**src/rtl/pipe_pkg.sv**
```systemverilog
// Shared definitions for the pipeline stage registers (IF/ID, ID/EX, EX/MEM, MEM/WB).
package pipe_pkg;

    typedef enum logic [1:0] {
        ST_EMPTY = 2'd0,
        ST_FULL  = 2'd1,
        ST_SKID  = 2'd2
    } pipe_state_e;

    // Bubble encoding used when no entry is valid.
    localparam logic [31:0] NOP_DEFAULT = 32'h0000_0000;

endpackage

```
**src/rtl/sat_counter.sv**
```systemverilog
// Saturating up-counter, cleared only by reset.
module sat_counter #(
    parameter int unsigned CNT_W = 16
) (
    input  logic             clk_i,
    input  logic             rst_n,
    input  logic             inc,
    output logic [CNT_W-1:0] cnt
);

    logic [CNT_W-1:0] cnt_q;
    logic [CNT_W-1:0] cnt_d;

    always_comb begin
        cnt_d = cnt_q;
        if (inc && (cnt_q != {CNT_W{1'b1}})) begin
            cnt_d = cnt_q + CNT_W'(1);
        end
    end

    always_ff @(posedge clk_i or negedge rst_n) begin
        if (!rst_n) begin
            cnt_q <= '0;
        end else begin
            cnt_q <= cnt_d;
        end
    end

    assign cnt = cnt_q;

endmodule

```
**src/rtl/if_id_stage_reg.sv**
```systemverilog
// IF/ID pipeline register with valid/ready handshake, two-entry skid buffer,
// flush-to-bubble and a saturating stall-cycle counter.
module if_id_stage_reg
    import pipe_pkg::*;
#(
    parameter int unsigned         INSTR_W   = 32,
    parameter int unsigned         PC_W      = 32,
    parameter logic [INSTR_W-1:0]  NOP_INSTR = INSTR_W'(NOP_DEFAULT),
    parameter int unsigned         CNT_W     = 16
) (
    input  logic               clk_i,
    input  logic               rst_n,
    input  logic               valid_i,
    output logic               ready_o,
    input  logic [INSTR_W-1:0] instr_i,
    input  logic [PC_W-1:0]    pc4_i,
    input  logic               flush_i,
    output logic               valid_o,
    input  logic               ready_i,
    output logic [INSTR_W-1:0] instr_o,
    output logic [PC_W-1:0]    pc4_o,
    output logic [CNT_W-1:0]   stall_cnt_o
);

    pipe_state_e        state_q, state_d;
    logic [INSTR_W-1:0] main_instr_q, main_instr_d;
    logic [PC_W-1:0]    main_pc4_q, main_pc4_d;
    logic [INSTR_W-1:0] skid_instr_q, skid_instr_d;
    logic [PC_W-1:0]    skid_pc4_q, skid_pc4_d;

    logic acc_in;
    logic acc_out;

    // Both handshake flags decode straight from the state register, so
    // neither has a combinational path from any input.
    assign valid_o = (state_q != ST_EMPTY);
    assign ready_o = (state_q != ST_SKID);

    assign acc_in  = valid_i & ready_o & ~flush_i;
    assign acc_out = valid_o & ready_i;

    always_comb begin
        state_d      = state_q;
        main_instr_d = main_instr_q;
        main_pc4_d   = main_pc4_q;
        skid_instr_d = skid_instr_q;
        skid_pc4_d   = skid_pc4_q;

        case (state_q)
            ST_EMPTY: begin
                if (acc_in) begin
                    main_instr_d = instr_i;
                    main_pc4_d   = pc4_i;
                    state_d      = ST_FULL;
                end
            end
            ST_FULL: begin
                if (acc_in && acc_out) begin
                    main_instr_d = instr_i;
                    main_pc4_d   = pc4_i;
                end else if (acc_in) begin
                    skid_instr_d = instr_i;
                    skid_pc4_d   = pc4_i;
                    state_d      = ST_SKID;
                end else if (acc_out) begin
                    main_instr_d = NOP_INSTR;
                    main_pc4_d   = '0;
                    state_d      = ST_EMPTY;
                end
            end
            ST_SKID: begin
                if (acc_out) begin
                    main_instr_d = skid_instr_q;
                    main_pc4_d   = skid_pc4_q;
                    state_d      = ST_FULL;
                end
            end
            default: begin
                main_instr_d = NOP_INSTR;
                main_pc4_d   = '0;
                state_d      = ST_EMPTY;
            end
        endcase

        // A redirect overrides everything; a same-cycle consume still completes.
        if (flush_i) begin
            main_instr_d = NOP_INSTR;
            main_pc4_d   = '0;
            state_d      = ST_EMPTY;
        end
    end

    always_ff @(posedge clk_i or negedge rst_n) begin
        if (!rst_n) begin
            state_q      <= ST_EMPTY;
            main_instr_q <= NOP_INSTR;
            main_pc4_q   <= '0;
            skid_instr_q <= NOP_INSTR;
            skid_pc4_q   <= '0;
        end else begin
            state_q      <= state_d;
            main_instr_q <= main_instr_d;
            main_pc4_q   <= main_pc4_d;
            skid_instr_q <= skid_instr_d;
            skid_pc4_q   <= skid_pc4_d;
        end
    end

    assign instr_o = main_instr_q;
    assign pc4_o   = main_pc4_q;

    sat_counter #(
        .CNT_W (CNT_W)
    ) u_stall_cnt (
        .clk_i (clk_i),
        .rst_n (rst_n),
        .inc   (valid_o & ~ready_i),
        .cnt   (stall_cnt_o)
    );

endmodule
```
**config.mk**
```make
export PLATFORM = sky130hd
export DESIGN_NAME = if_id_stage_reg
export DESIGN_NICKNAME = d
export VERILOG_FILES = /design/src/rtl/pipe_pkg.sv /design/src/rtl/sat_counter.sv /design/src/rtl/if_id_stage_reg.sv
export SDC_FILE = /design/constraint.sdc
export NUM_CORES = 1
export LEC_CHECK = 0
export ABC_AREA = 1
export CAP_MARGIN = 20
export CORE_AREA = 2 2 135 137
export CTS_BUF_LIST = sky130_fd_sc_hd__clkbuf_4 sky130_fd_sc_hd__clkbuf_8
export DETAILED_ROUTE_END_ITERATION = 8
export DIE_AREA = 0 0 137 139
export PLACE_DENSITY_LB_ADDON = 0.12
export SYNTH_ARGS = -nofsm -noshare
export SYNTH_HDL_FRONTEND = slang
export SYNTH_SLANG_ARGS = --single-unit
```
**constraint.sdc**
```tcl
create_clock -name clk_i -period 1.8 [get_ports clk_i]
set_input_delay 0.36 -clock clk_i [delete_from_list [all_inputs] [get_ports clk_i]]
set_output_delay 0.36 -clock clk_i [all_outputs]
set_load 0.03 [all_outputs]
```
==> metrics <==
run status=finished clean; buffer depth of the longest clock path=2; DRC Markers=0; fin nets=1,151; Post-Syn Area=6903 µm²; layout cell share with drive strength beyond 1=7.136%; Bufs and invs on worst path=1; fmax=584.7 MHz; number of global-route vias before repair=5,507; Switch Pwr=3.099 mW; Reg clk slew, reported paths=0.08 ns; drt via density=4.465; GRT busiest layer=met2; total power=9.905 mW; critical path class=reg2out; CTS Buf Count=17; non-filler cells, final=1,322; antenna violations before repair=0; final setup vio count=0; MaxCap Viol Count=0; Die Y=139 µm; Core ar.=17,660 µm²; switching part of the total power=31.28%; Post-synth top flop=dfrtp_1; largest area contributor in the netlist=dfrtp_1; Area contributors post-synth=dfrtp_1 53%, nand2_1 29%, o21ai_1 4.6%, inv_1 4.4%, buf_4 1.6%; Worst EP required=1.44 ns; Synth Area per Inst=7.487 µm²; IO Pins=151; GRT met3 Usage=4.386%; design area=9184 µm²; Ys Warns=0; CP max stage delay=0.47 ns; Initial Util=39.09%; FILL cells=1,781; detailed-router iteration count before antenna repair=4; Final Max Slew Viols=0; synth unique cells=20; P&R area growth vs syn=33.04%; crit end category=primary output; Critical Path Start Type=register; met1 Resource Use GR=26.34%; Clock Power Share=31.0%; row cnt=49; final hold violation count=0; register bit total from synthesis=146; unrepaired setup endpoints after global routing=false; clock latency at the later pin of the worst-skew pair=0.44 ns; FFs w/ async S/R, synth=100.0%; Die W=137 µm; Post-synth EDFFs=0; # diodes=0; Seq/Total Area, Yosys=52.93%; Post-DRT Antenna Nets=0; postcts setup bufs=0; Routability Congestion=0.8169; Crit Path Max Fanout=7; dpl cells=1,290; GRT overflow=0; Syn Nets=992; Area after DPL=8793 µm²; Routed wire per std cell=12.72 µm; Via Count=5,903; Worst EP arrival=1.35 ns; Port Buffer Count=150; worst hold-check path type=in2async; number of DRC markers in iteration 0=287; H-Tree Depth=4; Worst Tran Pin Value=0.3964 ns; GRT Util Overall=18.46%; commonest cells in the netlist=529 x nand2_1, 146 x dfrtp_1, 81 x inv_1; Gate power share=24.7%; internal power consumption=6.806 mW; Final Critical Period=1.710 ns; met2 GRT Util=28.07%; Post-Synthesis Cells=922; Layout Utilization=52.01%; peak supply drop=0.6426 mV; post-DP HPWL=11,180 µm; WL final=16,810 µm; die area=19,040 µm²; top-count cell post-synth=nand2_1; pwr/cell area=1079 nW/µm²; first-pass GRT wire length=27,820 µm; Final Skew=0.01153 ns; CP delay by family, top=flip-flops; Clock Sinks=146; TritonCTS clock tree=built; Worst path slowest cell=dfrtp_1; crit-path cells=dlygate4sd2_1; sequential share of power=44.3%; LEAKAGE=5.241 nW; period utilisation layout=95.01%; Synth top area share=52.93%; WHS=0.3814 ns; largest net degree at the start of global routing=65; root buffer cell=clkbuf_8; slew margin rel.=73.57%
worst paths after layout:
kind	start	endpoint	slack [ns]	depth (start not counted)
hold reg to reg	instr_o[9]	instr_o[9]	0.48	2
max in group asynchronous	rst_n	pc4_o[14]	0.87	3
setup / recovery	u_stall_cnt.cnt[12]	stall_cnt_o[12]	0.09	1
hold / removal	rst_n	instr_o[15]	0.38	2
setup reg to reg	u_stall_cnt.cnt[0]	u_stall_cnt.cnt[14]	0.17	10
min in group clk_i	instr_o[9]	instr_o[9]	0.48	2
power groups by stage:
stage / combinational (mW) / clock (mW) / sequential [mW]
CTS: 2.49 / 3.16 / 4.39
global placement: 2.60 / 0 / 4.44
floorplan: 1.09 / 0 / 4.84
detailed placement: 2.64 / 0 / 4.45
global route: 2.74 / 3.31 / 4.49
finish: 2.44 / 3.07 / 4.39
cells by family (layout without fill, tap and decap cells):
| kind of cell | after synthesis | after routing | share of synthesized area [%] |
|---|---|---|---|
| AO/OA/AOI/OAI | 70 | 70 | 5.093 |
| XOR/XNOR | 7 | 7 | 0.8882 |
| AND/OR/NAND/NOR | 573 | 573 | 32.10 |
| buffers and inverters | 125 | 296 | 8.809 |
| adder cells (fa/ha/maj) | 1 | 1 | 0.1812 |
| flip-flops | 146 | 146 | 52.93 |
cell usage in the layout (no fill, tap or decap), types with 7 or more instances in the layout:
cell type	count
dfrtp_1	146
clkbuf_8	22
buf_4	19
nor2_1	19
dlygate4sd2_1	80
nand2_1	528
xnor2_1	7
buf_12	13
inv_1	80
nand3_1	10
o21ai_1	64
clkdlybuf4s50_1	67
final cells by class:
cell class              instances  area, µm²  area share, %
multi-input cells             651       2649          28.84
repair buffers                182       1800          19.60
flip-flops and latches        146       3654          39.78
well taps                     229      286.5          3.120
inverters                      83      311.5          3.392
clock inverters                 8      172.7          1.880
clock buffers                  23      310.3          3.379
state kept, by name (all words and copies together) (netlist names):
register,count
instr_o,32
pc4_o,32
skid_instr_q,32
state_q,2
skid_pc4_q,32
u_stall_cnt.cnt,16
through the flow:
step                worst slack (ns)   TNS, ns
finish                       0.08984         0
global route                0.007426         0
CTS                         0.008830         0
floorplan                    0.07474         0
detailed placement          -0.04701    -2.788
global placement           -0.006872  -0.02047
layer usage:
| layer | part of all wire (%) | wire (µm) | vias up |
|---|---|---|---|
| li1 | - | - | 3093 |
| met1 | 49 | 8241 | 2689 |
| met2 | 45 | 7591 | 105 |
| met3 | 4.7 | 796 | 16 |
| met4 | 1.1 | 180 | 0 |
| met5 | 0 | 0 | - |
repair_timing:
| item | 4_1_cts | 5_1_grt |
|---|---|---|
| gates resized for setup | 82 | 2 |
| hold buffers | 1 | 0 |
| hold endpoints to repair | 33 | 0 |
| endpoints found under the setup margin | 81 | 2 |
Power figures use the tool's default switching activity.
